--- src/rtl/fetch_queue.sv ---
// fetch_queue: (pc, inst) FIFO between fetch and decode with flush and full back-pressure
// Ports: clk/rst (sync, active-high); flush_i discards all entries; push_i/pc_i/inst_i enqueue
// unless full_o; valid_o/ready_i handshake the head on pc_o/inst_o; count_o is occupancy.
// pc_o/inst_o show 0/NOP_INST whenever the queue is empty so decode only ever sees a bubble.
module fetch_queue #(
  parameter int          DEPTH    = 4,
  parameter int          ADDR_W   = 64,
  parameter int          INST_W   = 32,
  parameter logic [31:0] NOP_INST = 32'h00000013
) (
  input  logic                       clk,
  input  logic                       rst,
  input  logic                       flush_i,
  input  logic                       push_i,
  input  logic [ADDR_W-1:0]          pc_i,
  input  logic [INST_W-1:0]          inst_i,
  output logic                       full_o,
  output logic                       valid_o,
  input  logic                       ready_i,
  output logic [ADDR_W-1:0]          pc_o,
  output logic [INST_W-1:0]          inst_o,
  output logic [$clog2(DEPTH):0]     count_o
);
  localparam int PTR_W = $clog2(DEPTH);
  localparam int CNT_W = PTR_W + 1;
  logic [ADDR_W-1:0] pc_q   [DEPTH];
  logic [INST_W-1:0] inst_q [DEPTH];
  logic [PTR_W-1:0]  wr_ptr_q, wr_ptr_d, rd_ptr_q, rd_ptr_d;
  logic [CNT_W-1:0]  count_q, count_d;
  logic              push_acc, pop;
  always_comb begin
    full_o   = count_q == CNT_W'(DEPTH);
    valid_o  = count_q != '0;
    count_o  = count_q;
    pc_o     = valid_o ? pc_q[rd_ptr_q] : '0;
    inst_o   = valid_o ? inst_q[rd_ptr_q] : INST_W'(NOP_INST);
    push_acc = push_i && !full_o;
    pop      = valid_o && ready_i;
    wr_ptr_d = flush_i ? '0 : wr_ptr_q + PTR_W'(push_acc);
    rd_ptr_d = flush_i ? '0 : rd_ptr_q + PTR_W'(pop);
    count_d  = flush_i ? '0 : count_q + CNT_W'(push_acc) - CNT_W'(pop);
  end
  always_ff @(posedge clk) begin
    if (rst) begin
      wr_ptr_q <= '0;
      rd_ptr_q <= '0;
      count_q  <= '0;
    end else begin
      wr_ptr_q <= wr_ptr_d;
      rd_ptr_q <= rd_ptr_d;
      count_q  <= count_d;
    end
  end
  // Storage is not reset; a write during flush/rst is harmless since occupancy drops to zero.
  always_ff @(posedge clk) begin
    if (push_acc) begin
      pc_q[wr_ptr_q]   <= pc_i;
      inst_q[wr_ptr_q] <= inst_i;
    end
  end
endmodule

--- config.mk ---
export PLATFORM = sky130hd
export DESIGN_NAME = fetch_queue
export DESIGN_NICKNAME = d
export VERILOG_FILES = /design/src/rtl/fetch_queue.sv
export SDC_FILE = /design/constraint.sdc
export NUM_CORES = 1
export LEC_CHECK = 0
export CAP_MARGIN = 20
export CORE_MARGIN = 3
export CORE_UTILIZATION = 55
export DETAILED_ROUTE_END_ITERATION = 8
export HOLD_SLACK_MARGIN = 0.06
export MAX_ROUTING_LAYER = met4
export PLACE_DENSITY = 0.8
export SETUP_SLACK_MARGIN = 0.15
export SLEW_MARGIN = 20
export SYNTH_ARGS = -nofsm -noshare
export SYNTH_HDL_FRONTEND = slang
export SYNTH_SLANG_ARGS = --single-unit
--- constraint.sdc ---
create_clock -name clk -period 11 [get_ports clk]
set_input_delay 1.65 -clock clk [delete_from_list [all_inputs] [get_ports clk]]
set_output_delay 1.65 -clock clk [all_outputs]
set_load 0.005 [all_outputs]
==> reports/results.ini, run 1 <==
[pwr]
swShare = 0.199
powerDensity_nw_per_um2 = 180
pwr-share-clk = 0.403
switchingPower_mw = 0.662
seq_power_share = 0.511
leakage_nw = 5.88
ir_worst_vdd_v = 0.000134
comb_power_share = 0.085
power.internal_mw = 2.67

[finish]
nets = 971
drive_above_1_share = 0.193
stdcell_count = 1236
synthToLayoutAreaGrowth_pct = 25.0

[synth]
synth_area_leaders = edfxtp_1, mux4_2, and2_1, dfxtp_1, buf_2
synth.avg_cell_area_um2 = 23.0
synth_warnings = 0
synth_cell_types = 24
yosys.area.top_type = edfxtp_1
post-synth-top-area-fraction = 0.777
synth_seq_area_share = 0.787
syn_area_um2 = 14800
synthTopCellsByCount = edfxtp_1, and2_1, mux4_2
ys_seq_elements = 391
synth_edf_count = 384
syn_inst = 645
async_flop_share = 0
synth_most_common_cell = edfxtp_1
syn-num-nets = 749
synth_top_flop_cell = edfxtp_1

[worst_setup_path]
cp_slowest_stage_delay_ns = 0.96
cp-start-kind = flop
r2r-start = count_o[1]
cp.arrival_ns = 3.55
crit_slowest_cell = dfxtp_4
worstPathCellList = buf_4, buf_16, mux4_2, and2_1, clkdlybuf4s50_1
rrSetupSlack_ns = 8.08
crit_path_end_kind = output port
regToRegEndpoint = pc_q[3][48]
cp_max_fo = 48
crit_type = reg -> out
r2r_cells = 5
required_ns = 9.35

[placed_design]
place.gp.congestion = 0.785
dp_hpwl_um = 17200
io_buffers = 201
dp.cells = 1159

[floorplan]
die-area_um2 = 29000
core_area_um2 = 26300
die_w_um = 170
row_count = 59
start_util = 0.564
io_pins = 202
fp.dieH_um = 170

[grt]
grt_pass1_wl_um = 45000
antenna_found_initial = 2
grt_max_degree = 69
grt_usage = 0.211
grt_pass1_vias = 7780
gr-total-overflow = 0

[timing]
fin_setup_tns_ns = 0
setup_viol = 0
min_period_ns = 5.20
finClkSkew_ns = 0.0117
max_freq_mhz = 192
max_slew_margin = 0.358
rsz0062_at_grt = false
min_period_over_period = 0.473
final_max_slew_viol_count = 0
hold_viol_final = 0
tightest_slew_ns = 0.963

[hold_path]
holdPathEnd = count_o[2]
min-delay-start = count_o[2]
min_path_type = reg -> reg
hold_depth = 2

[drt]
finalWirelength_um = 29100
via_count = 7080
wire_per_inst_um = 23.6
drt-pass1-iter-count = 5
vias_per_cell = 5.73
drc = 0
detail_route.iter0.violations = 584
ant_nets = 0

[cts]
ctsHoldBuffers = 0
h-tree-depth = 2
cts_tree = built
cts_sinks = 391
clock_latency_ns = 0.52
cts_setup_buffers = 0
cts_root_buf = clkbuf_16
path_clk_slew_ns = 0.06
cts_resized = 0
clk_path_buf_depth = 3
numCtsBuffers = 40

[flow_run]
drv_cap = 0

[run_status]
status = complete, no violations

[cells in the final DEF (no fill, tap or decap), drive strengths merged]
master / count
xnor2: 4
inv: 5
diode: 3
and2: 96
nand3: 1
dfxtp: 7
o311ai: 1
edfxtp: 384
clkinv: 9
buf: 11
clkinvlp: 2
fa: 1
nor3: 6
xor2: 2
o31ai: 1
nor3b: 3
bufinv: 5
clkbuf: 55
or2: 3
ha: 2
nor2: 1
mux4: 96
clkdlybuf4s50: 201
and3: 1
nand2b: 1
[state kept, by name, summed over array words and instances (netlist names)]
name / flops
wr_ptr_q: 2
pc_q: 256
inst_q: 128
rd_ptr_q: 2
count_o: 3
[per-stage QoR]
step	cell area, um2	setup WS (ns)	hold slack (ns)	total power [mW]	util
6_report	18500	5.80	0.642	3.33	0.706
5_1_grt	18500	5.51	0.685	3.45	0.706
4_1_cts	18500	5.46	0.647	3.37	0.704
3_5_place_dp	17200	6.03	0.617	2.02	0.654
3_3_place_gp	17200	6.04	0.589	2.01	0.654
2_1_floorplan	14800	1.54	0.547	1.86	-
[metal layers]
metal / up-vias / share of wire / global-route usage
met3: 35 / 0.086 / 0.0576
met4: 0 / 0.014 / 0.0515
met5: - / 0 / -
li1: 3089 / - / -
met2: 265 / 0.50 / 0.335
met1: 3691 / 0.40 / 0.278
[logic make-up (layout without fill, tap and decap cells)]
kind of cell | after synthesis | count (layout) | synth area share
other cells | 0 | 3 | 0
xor+xnor | 6 | 6 | 0.00354
fa+ha+maj | 3 | 3 | 0.00304
simple gates | 112 | 112 | 0.0471
compound gates | 2 | 2 | 0.00110
flops | 391 | 391 | 0.787
mux | 96 | 96 | 0.146
buf+inv | 35 | 288 | 0.0127
[power groups by stage]
stage / Combinational [mW] / Clock (mW) / Sequential [mW]
floorplan: 0.121 / 0 / 1.74
global placement: 0.280 / 0 / 1.73
detailed placement: 0.286 / 0 / 1.74
CTS: 0.289 / 1.37 / 1.71
global route: 0.307 / 1.43 / 1.71
finish: 0.285 / 1.34 / 1.70
[worst max path at each step]
stage | from | endpoint | slack, ns | cells past startpoint
4_1_cts | rd_ptr_q[0] | pc_o[23] | 5.46 | 4
3_5_place_dp | rd_ptr_q[0] | pc_o[2] | 6.03 | 4
2_1_floorplan | push_i | inst_q[2][0] | 1.54 | 2
5_1_grt | rd_ptr_q[0] | pc_o[0] | 5.51 | 5
3_3_place_gp | rd_ptr_q[0] | pc_o[2] | 6.04 | 4
6_report | rd_ptr_q[0] | pc_o[23] | 5.80 | 5
[critical path: cells and delay by family, from the launching register on]
| kind | cells | cell delay [ns] |
|---|---|---|
| buffers and inverters | 3 | 1.25 |
| flip-flops | 1 | 0.96 |
| AND/OR/NAND/NOR | 1 | 0.19 |
| multiplexers | 1 | 0.55 |
[cell type report]
cell class / instances / area [um2]
Multi-Input combinational cell: 219 / 2990
Clock buffer: 55 / 1100
Timing Repair Buffer: 212 / 2110
Sequential cell: 391 / 11700
Tap cell: 335 / 419
Fill cell: 1566 / 7730
Antenna cell: 3 / 7.51
Inverter: 3 / 11.3
Clock inverter: 18 / 224
Note: power is estimated with default switching activity, not from simulation.
==> run 2, diff against run 1 <==
Settings changed: CORE_UTILIZATION 55 to 49, PLACE_DENSITY 0.8 to 0.75.
Clock period 11 ns to 4.41 ns, I/O delays scaled along.
==> run 2 against run 1 <==
Clock power is 130% higher. Design area hardly changed. Hold slack better by 0.011 ns. Wire length is 2.7% lower. Via count is 1.5% lower. Worst setup slack worse by 4.9 ns. Sequential cell count stayed put. Sequential power is 150% higher.
==> reports/results.ini, run 2 (same netlist as run 1, synthesis figures left out) <==
[timing]
fin_setup_tns_ns = 0
max_freq_mhz = 286
whs_ns = 0.652
max_slew_margin = 0.337
final_max_slew_viol_count = 0
fin_ws_ns = 0.911
rsz0062_at_grt = false
finClkSkew_ns = 0.0121
tightest_slew_ns = 0.995
min_period_over_period = 0.793
min_period_ns = 3.50
setup_viol = 0
hold_viol_final = 0

[drt]
via_count = 6971
finalWirelength_um = 28300
wire_per_inst_um = 21.9
vias_per_cell = 5.40
drt-pass1-iter-count = 5
detail_route.iter0.violations = 517
ant_nets = 0
drc = 0

[floorplan]
core_area_um2 = 29700
die_w_um = 180
fp.dieH_um = 180
die-area_um2 = 32400
io_pins = 202
row_count = 63
start_util = 0.499

[cts]
ctsHoldBuffers = 0
path_clk_slew_ns = 0.06
clk_path_buf_depth = 3
cts_resized = 0
cts_setup_buffers = 0
cts_sinks = 391
cts_tree = built
h-tree-depth = 2
clock_latency_ns = 0.50
numCtsBuffers = 40
cts_root_buf = clkbuf_16

[finish]
synthToLayoutAreaGrowth_pct = 25.1
nets = 976
fillers = 2045
final_cell_mix = edfxtp_1, clkdlybuf4s50_1, mux4_2, and2_1, clkbuf_16
largest_reg_flops = 256
layout_commonest_cell = edfxtp_1
ff_latch_area_um2 = 11700
regMostFlops = pc_q
multi_input_area_um2 = 3010
drive_above_1_share = 0.186

[worst_setup_path]
crit_path_end_kind = output port
cp_max_fo = 39
worstPathCellList = buf_12, mux4_2, and2_1, clkdlybuf4s50_1
crit_type = reg -> out
cp-start-kind = flop
cp_num_buf_inv = 2
cp_slowest_stage_delay_ns = 0.70
crit_family = buffers and inverters
crit_slowest_cell = dfxtp_4
cp.arrival_ns = 2.84
required_ns = 3.75

[grt]
gr-total-overflow = 0
grt_pass1_wl_um = 44100
grt_usage = 0.182
grt_pass1_vias = 7530
antenna_found_initial = 2
grt_max_degree = 66

[placed_design]
io_buffers = 201
dp_hpwl_um = 16900
place.gp.congestion = 0.730
place_ws_ns = 1.39

[flow_run]
drv_cap = 0

[pwr]
ir_worst_vdd_v = 0.000363
leakage_nw = 5.83
powerDensity_nw_per_um2 = 430
p_total_mw = 7.98

[run_status]
status = complete, no violations

[hold_path]
min_path_type = reg -> reg

run 2: cell count changes in the layout (fill, tap and decap cells not counted), moves of 2 or more:
cell / before / now
buf_4: 10 / 12
clkinv_2: 6 / 3
clkbuf_1: 12 / 16
clkinv_1: 3 / 6
buf_12: 0 / 4
nor3b_4: 0 / 2
bufinv_16: 5 / 1
inv_6: 2 / 0
nor3b_2: 2 / 0
run 2: cell type report:
type,instances,area share
multi-input combinational,219,0.162
tap,390,0.0263
clock inverter,11,0.00405
inverter,3,0.000607
sequential,391,0.629
clock buffer,58,0.0593
antenna,2,0.000270
timing repair buffer,217,0.118
run 2: worst paths after layout:
kind / startpoint / end / slack [ns] / cells past startpoint
setup / recovery: rd_ptr_q[0] / pc_o[44] / 0.91 / 4
hold / removal: count_o[2] / count_o[2] / 0.65 / 2
setup reg to reg: count_o[2] / count_o[2] / 1.73 / 9
hold reg to reg: count_o[2] / count_o[2] / 0.65 / 2
run 2: through the flow:
step | util | cells | cell area [um2]
6_report | 0.624 | 1291 | 18600
3_3_place_gp | 0.585 | 1220 | 17400
5_1_grt | 0.624 | 1291 | 18600
2_1_floorplan | - | 645 | 14900
3_5_place_dp | 0.585 | 1220 | 17400
4_1_cts | 0.624 | 1289 | 18500
run 2: tightest hold or removal path, cell delays in order, from the launching register on:
cell and delay [ns]:
dfxtp_1 0.37, xnor2_1 0.19, nor3_1 0.04
run 2: metal layers:
layer | vias to the layer above | wire length, um | share of wire | global-route usage
met5 | - | 0 | 0 | -
met3 | 30 | 1890 | 0.067 | 0.0425
met1 | 3634 | 12200 | 0.43 | 0.250
li1 | 3095 | - | - | -
met4 | 0 | 331 | 0.012 | 0.0337
met2 | 212 | 13900 | 0.49 | 0.286
run 2: power breakdown:
group / total (mW) / internal [mW] / leakage (nW) / switching (mW)
logic: 0.717 / 0.413 / 1.69 / 0.304
registers: 4.24 / 4.21 / 3.58 / 0.0347
clock network: 3.02 / 1.78 / 0.567 / 1.24
==> run 3, diff against run 2 <==
Clock period 4.41 ns to 3.15 ns, I/O delays scaled along.
==> run 3 against run 2 <==
Register-to-register slack worse by 0.83 ns. Critical endpoint is now inst_o[2]. Design area up 2.2%. Critical path depth is 1 higher.
==> reports/results.ini, run 3 (same netlist as run 1, synthesis figures left out) <==
[run_status]
status = complete, no violations

[timing]
max_slew_margin = 0.645
setup_viol = 0
fin_setup_tns_ns = 0
finClkSkew_ns = 0.0132
hold_viol_final = 0
rsz0062_at_grt = false
min_period_ns = 2.89
max_freq_mhz = 346
min_period_over_period = 0.918
tightest_slew_ns = 0.532
fin_ws_ns = 0.257
final_max_slew_viol_count = 0

[drt]
detail_route.iter0.violations = 548
ant_nets = 0
via_count = 7028
vias_per_cell = 5.40
wire_per_inst_um = 22.3
drc = 0
finalWirelength_um = 29100
drt-pass1-iter-count = 5

[cts]
cts_sinks = 391
numCtsBuffers = 40
cts_tree = built
path_clk_slew_ns = 0.06
h-tree-depth = 2
ctsHoldBuffers = 0
clock_latency_ns = 0.51
cts_root_buf = clkbuf_16
clk_path_buf_depth = 3

[finish]
fillers = 1991
finish.utilization = 0.638
layout_commonest_cell = edfxtp_1
nets = 983
largest_reg_flops = 256
final_cell_mix = edfxtp_1, clkdlybuf4s50_1, mux4_2, and2_1, clkbuf_16
drive_above_1_share = 0.205
regMostFlops = pc_q
synthToLayoutAreaGrowth_pct = 27.8

[pwr]
powerDensity_nw_per_um2 = 615
leakage_nw = 6.01
p_total_mw = 11.7
ir_worst_vdd_v = 0.000382

[grt]
grt_pass1_vias = 7721
grt_max_degree = 69
grt_usage = 0.187
grt_pass1_wl_um = 45600
gr-total-overflow = 0
antenna_found_initial = 2

[floorplan]
die_w_um = 180
io_pins = 202
row_count = 63
die-area_um2 = 32400
core_area_um2 = 29700
fp.dieH_um = 180
start_util = 0.499

[placed_design]
place.gp.congestion = 0.723
place_ws_ns = 0.577
dp_hpwl_um = 16700
io_buffers = 201

[worst_setup_path]
cp_slowest_stage_delay_ns = 0.54
cp_max_fo = 14
r2r_cells = 9
crit_slowest_cell = mux4_2
crit_type = reg -> out
worstPathCellList = buf_12, clkbuf_16, mux4_2, and2_1, clkdlybuf4s50_1
crit_path_end_kind = output port
required_ns = 2.68
cp-start-kind = flop
cp.arrival_ns = 2.42

[hold_path]
min_path_type = in -> reg
hold_depth = 1

[flow_run]
drv_cap = 0

## run 3: power breakdown
group          leakage [nW]  total [mW]  internal (mW)  switching, mW
logic                  1.78        1.04          0.611          0.434
clock network         0.645        4.68           2.89           1.79
registers              3.58        5.94           5.89         0.0451
## run 3: timing repair
action                                  in CTS  in global routing
endpoints found under the setup margin      85                 63
cloned                                       1                  1
setup buffers                                3                  1
resized for setup                            3                  6
## run 3: path summary, 6_finish.rpt
check	startpoint	end	slack, ns
worst max-delay path	rd_ptr_q[0]	inst_o[2]	0.26
worst min-delay path	inst_i[17]	inst_q[2][17]	0.59
worst min register to register	count_o[2]	count_o[2]	0.61
worst max register to register	count_o[2]	count_o[2]	0.90
## run 3: layout make-up
cell class                 count  area (um2)  share of cell area
antenna                        3        7.51            0.000396
clock inverter                20         244              0.0129
sequential                   391       11700               0.616
inverter                       3        11.3            0.000594
tap                          390         488              0.0257
multi-input combinational    219        3030               0.160
clock buffer                  51        1070              0.0566
timing repair buffer         224        2420               0.128
## run 3: worst max-delay path, delay by kind of cell (launching register included)
family / cells / cell delay (ns)
buffers and inverters: 3 / 0.82
flip-flops: 1 / 0.37
multiplexers: 1 / 0.54
AND/OR/NAND/NOR: 1 / 0.18
## run 3: per-layer routing
layer / GRT usage / vias to the layer above / wire length (um)
met3: 0.0344 / 33 / 1510
met2: 0.304 / 230 / 14700
met5: - / - / 0
li1: - / 3119 / -
met4: 0.0418 / 0 / 455
met1: 0.252 / 3646 / 12400
## run 3: metrics by stage
step / hold WS [ns] / cell area, um2 / cells
final: 0.594 / 19000 / 1301
after CTS: 0.575 / 18900 / 1296
after global routing: 0.582 / 19000 / 1300
after detailed placement: 0.583 / 17500 / 1221
after global placement: 0.568 / 17500 / 1221
after floorplan: 0.542 / 14900 / 645
==> patch 1 (flow settings as in run 2) <==
Change the parameter `INST_W` from 32 to 28.
--- a/src/rtl/fetch_queue.sv
+++ b/src/rtl/fetch_queue.sv
@@ -5,7 +5,7 @@
 module fetch_queue #(
   parameter int          DEPTH    = 4,
   parameter int          ADDR_W   = 64,
-  parameter int          INST_W   = 32,
+  parameter int          INST_W   = 28,
   parameter logic [31:0] NOP_INST = 32'h00000013
 ) (
   input  logic                       clk,
Interface: changed (resized inst_i and inst_o); port bits go from 202 to 194. No check against the original RTL was run, so the function may have changed too.
==> patch 1 against run 2 <==
Sequential cell count fell by 16. Synthesized area shrank 3.5%. Worst setup slack better by 0.048 ns. Sequential power decreased by 4%. Wire length shrank 5.7%. Total power shrank 5.0%. Cell area shrank 4.1%. Critical path depth unchanged. Critical path type unchanged. Critical endpoint is now pc_o[32]. Largest cell class unchanged.
==> patch 1: results (changes against run 2) <==
| Metric | Value |
|---|---|
| Mapped Cells | 619 (was 645) |
| Slew headroom | 46.7% (was 33.7%) |
| Total number of vias | 6698 (was 6971) |
| Post-synth EDFFs | 368 (was 384) |
| GR Util All Layers | 18.2% (about the same) |
| Post-placement worst setup slack | 1.43 ns (was 1.39 ns) |
| Final setup skew | 0.0133 ns (was 0.0121 ns) |
| Wirelength per Cell | 21.5 um (was 21.9 um) |
| Sequential share of the synthesized area | 78.2% (was 78.7%) |
| First-pass GRT wire length | 42100 um (was 44100 um) |
| Cells after DPL | 1174 (was 1220) |
| Initial antenna violation count | 1 (was 2) |
| CTS buffer count | 38 (was 40) |
| Vias in the first global route | 7375 (was 7530) |
| P_leak | 5.59 nW (was 5.83 nW) |
| Fillers | 1947 (was 2045) |
| Top cells by count, synth | 368 x edfxtp_1, 92 x and2_1, 92 x mux4_2 (was 384 x edfxtp_1, 96 x and2_1, 96 x mux4_2) |
| Syn_nets | 719 (was 749) |
| CP Max Fanout | 51 (was 39) |
| GP Congestion | 0.717 (was 0.730) |
| Setup Buffers After CTS | 0 (unchanged) |
| Number of I/O port buffers | 193 (was 201) |
| Status | finished clean (unchanged) |
| Layout cells sized above 1 | 19.0% (was 18.6%) |
| Area contributors post-synth | edfxtp_1 77%, mux4_2 14%, and2_1 4.0%, dfxtp_1 0.98%, buf_12 0.84% (was edfxtp_1 78%, mux4_2 15%, and2_1 4.0%, dfxtp_1 0.94%, buf_2 0.40%) |
| Max rail drop VDD | 0.318 mV (was 0.363 mV) |
==> patch 1: cell count changes in the layout (fill, tap and decap cells not counted), sizes merged <==
cell                  run 2  this run
and2                     96        92
buf                      16        14
bufinv                    1         0
clkbuf                   58        49
clkdlybuf4s50           201       193
clkinv                    9        15
diode                     2         1
edfxtp                  384       368
inv                       3         4
mux4                     96        92
==> patch 1: final timing paths <==
check	start	to	slack [ns]	cells past startpoint
setup / recovery	rd_ptr_q[1]$_SDFF_PP0_	pc_o[32]	0.96	4
hold reg to reg	count_o[2]$_SDFF_PP0_	count_o[2]$_SDFF_PP0_	0.63	2
hold / removal	count_o[2]$_SDFF_PP0_	count_o[2]$_SDFF_PP0_	0.63	2
setup reg to reg	count_o[2]$_SDFF_PP0_	count_o[2]$_SDFF_PP0_	1.75	9
==> patch 1: area by class of cell <==
class	count	area (um2)	area share, %
tap	378	473	2.66
multi-input combinational	211	2900	16.3
antenna	1	2.50	0.0141
clock buffer	49	1010	5.70
clock inverter	17	82.6	0.464
inverter	3	11.3	0.0633
timing repair buffer	207	2110	11.9
sequential	375	11200	62.9
==> patch 1: power breakdown <==
part	switching (mW)	internal [mW]	leakage (nW)
logic	0.282	0.399	1.62
clock network	1.21	1.62	0.539
registers	0.0337	4.04	3.44
==> patch 1: cells by family (layout without fill, tap and decap cells) <==
kind of cell,count (synthesis),count (layout),synth area share [%]
compound gates,2,2,0.114
xor+xnor,6,6,0.367
fa+ha+maj,3,3,0.315
buf+inv,33,276,1.83
flops,375,375,78.2
mux,92,92,14.5
other cells,0,1,0
simple gates,108,108,4.70
==> patch 1: routing by layer <==
layer,share of wire [%],GRT usage (%),vias up,wire length (um)
met5,0,-,-,0
met4,2.1,5.47,0,571
met3,6.4,3.71,39,1710
met2,51,30.0,226,13700
met1,40,23.4,3462,10800
li1,-,-,2971,-
==> patch 1: worst max-delay path, cell delays in order, from the launching register on <==
cell and delay (ns):
dfxtp_4 0.87, buf_4 0.38, mux4_2 0.38, and2_1 0.18, clkdlybuf4s50_1 0.43
==> patch 1: per-stage QoR <==
stage               power (mW)  cell area [um2]  utilization, %
floorplan                 4.44            14300               -
global placement          4.82            16700            59.0
detailed placement        4.84            16700            59.0
CTS                       7.68            17800            62.8
global route              7.88            17800            62.8
finish                    7.58            17800            62.8
==> patch 2 (flow settings as in run 2) <==
Made on the original files. Put a register stage on the output `count_o`, with the module's reset. The value now appears one clock later. The other outputs are not delayed to match.
--- a/src/rtl/fetch_queue.sv
+++ b/src/rtl/fetch_queue.sv
@@ -23,6 +23,8 @@
 );
   localparam int PTR_W = $clog2(DEPTH);
   localparam int CNT_W = PTR_W + 1;
+
+  logic [$clog2(DEPTH):0] count_c;
   logic [ADDR_W-1:0] pc_q   [DEPTH];
   logic [INST_W-1:0] inst_q [DEPTH];
   logic [PTR_W-1:0]  wr_ptr_q, wr_ptr_d, rd_ptr_q, rd_ptr_d;
@@ -31,7 +33,7 @@
   always_comb begin
     full_o   = count_q == CNT_W'(DEPTH);
     valid_o  = count_q != '0;
-    count_o  = count_q;
+    count_c  = count_q;
     pc_o     = valid_o ? pc_q[rd_ptr_q] : '0;
     inst_o   = valid_o ? inst_q[rd_ptr_q] : INST_W'(NOP_INST);
     push_acc = push_i && !full_o;
@@ -58,5 +60,13 @@
       inst_q[wr_ptr_q] <= inst_i;
     end
   end
+  always_ff @(posedge clk) begin
+    if (rst) begin
+      count_o <= '0;
+    end else begin
+      count_o <= count_c;
+    end
+  end
+
 endmodule
 
Formal check against the unedited RTL: not equivalent (a bounded check fails within 4 cycles, from zero or initial values and one cycle with rst high).
==> patch 2 against run 2 <==
Wire length up 1.0%. First-iteration DRC count fell by 18%. Clock skew down 0.0035 ns. Worst setup slack got worse by 0.035 ns. Sequential cell count grew 3. Cell area is 0.88% higher. Synthesized area grew 0.51%. Total power grew 3.0%. Critical endpoint is now inst_o[21]. Largest power group unchanged.
==> patch 2: results (changes against run 2) <==
| Metric | Value |
|---|---|
| Arr. time, crit path | 2.87 ns (was 2.84 ns) |
| Fillers | 2044 (was 2045) |
| Sequential share of the synthesized area | 78.7% (about the same) |
| Cells after DPL | 1227 (was 1220) |
| Syn_nets | 755 (was 749) |
| Flop2flop setup slack | 1.78 ns (was 1.73 ns) |
| FF-to-FF Start | count_c[2]$_SDFF_PP0_ (was count_o[2]$_SDFF_PP0_) |
| Vias per cell | 5.44 (was 5.40) |
| Worst r2r dst | count_c[2]$_SDFF_PP0_ (was count_o[2]$_SDFF_PP0_) |
| Detailed Route Iter0 Violations | 422 (was 517) |
| Mapped Cells | 651 (was 645) |
| Layout area overhead | 25.5% (was 25.1%) |
| CP peak stage delay | 0.79 ns (was 0.70 ns) |
| Area contributors post-synth | edfxtp_1 77%, mux4_2 15%, and2_1 4.0%, dfxtp_1 1.3%, buf_2 0.40% (was edfxtp_1 78%, mux4_2 15%, and2_1 4.0%, dfxtp_1 0.94%, buf_2 0.40%) |
| CP Max Fanout | 33 (was 39) |
| M2 GR Usage | 28.7% (was 28.6%) |
| Met1 Usage GRT | 25.1% (was 25.0%) |
| DP HPWL | 16400 um (was 16900 um) |
| Setup crit end | inst_o[21] (was pc_o[44]) |
| Largest net degree at the start of global routing | 96 (was 66) |
| Drt pass-1 iters | 4 (was 5) |
| GR Util All Layers | 18.4% (was 18.2%) |
| Met3 Use GR | 4.44% (was 4.25%) |
| Met2 WL post-DR | 14000 um (was 13900 um) |
| Final net count | 983 (was 976) |
| Layout cells sized above 1 | 19.3% (was 18.6%) |
| Post-placement worst setup slack | 1.34 ns (was 1.39 ns) |
| Slew headroom | 43.9% (was 33.7%) |
| Netlist cell types | 25 (was 24) |
| Wl on met1 | 12200 um (about the same) |
| Worst Hold End | count_o[0]$_SDFF_PP0_ (was count_o[2]$_SDFF_PP0_) |
| Final hold slack | 0.574 ns (was 0.652 ns) |
| Status | finished clean (unchanged) |
| GP Congestion | 0.718 (was 0.730) |
| Max Clk Rate | 283 MHz (was 286 MHz) |
| Hold Path Origin | count_c[0]$_SDFF_PP0_ (was count_o[2]$_SDFF_PP0_) |
| Final setup skew | 0.00866 ns (was 0.0121 ns) |
| Final wirelength | 28600 um (was 28300 um) |
| Hold path cells | 1 (was 2) |
patch 2: kinds of logic after synthesis:
logic type | synth area share, %
XOR/XNOR | 0.352
flip-flops | 78.7
adder cells (fa/ha/maj) | 0.302
multiplexers | 14.5
AO/OA/AOI/OAI | 0.109
AND/OR/NAND/NOR | 4.79
buffers and inverters | 1.26
patch 2: layout make-up:
| cell class | instances | area share [%] |
|---|---|---|
| well taps | 390 | 2.61 |
| flip-flops and latches | 394 | 62.7 |
| inverters | 3 | 0.0602 |
| clock buffers | 50 | 5.66 |
| clock inverters | 21 | 1.06 |
| diodes | 1 | 0.0134 |
| multi-input cells | 222 | 16.2 |
| repair buffers | 218 | 11.7 |
patch 2: power breakdown:
group | internal (mW) | switching, mW
Clock | 1.93 | 1.30
Sequential | 4.24 | 0.0364
Combinational | 0.416 | 0.299
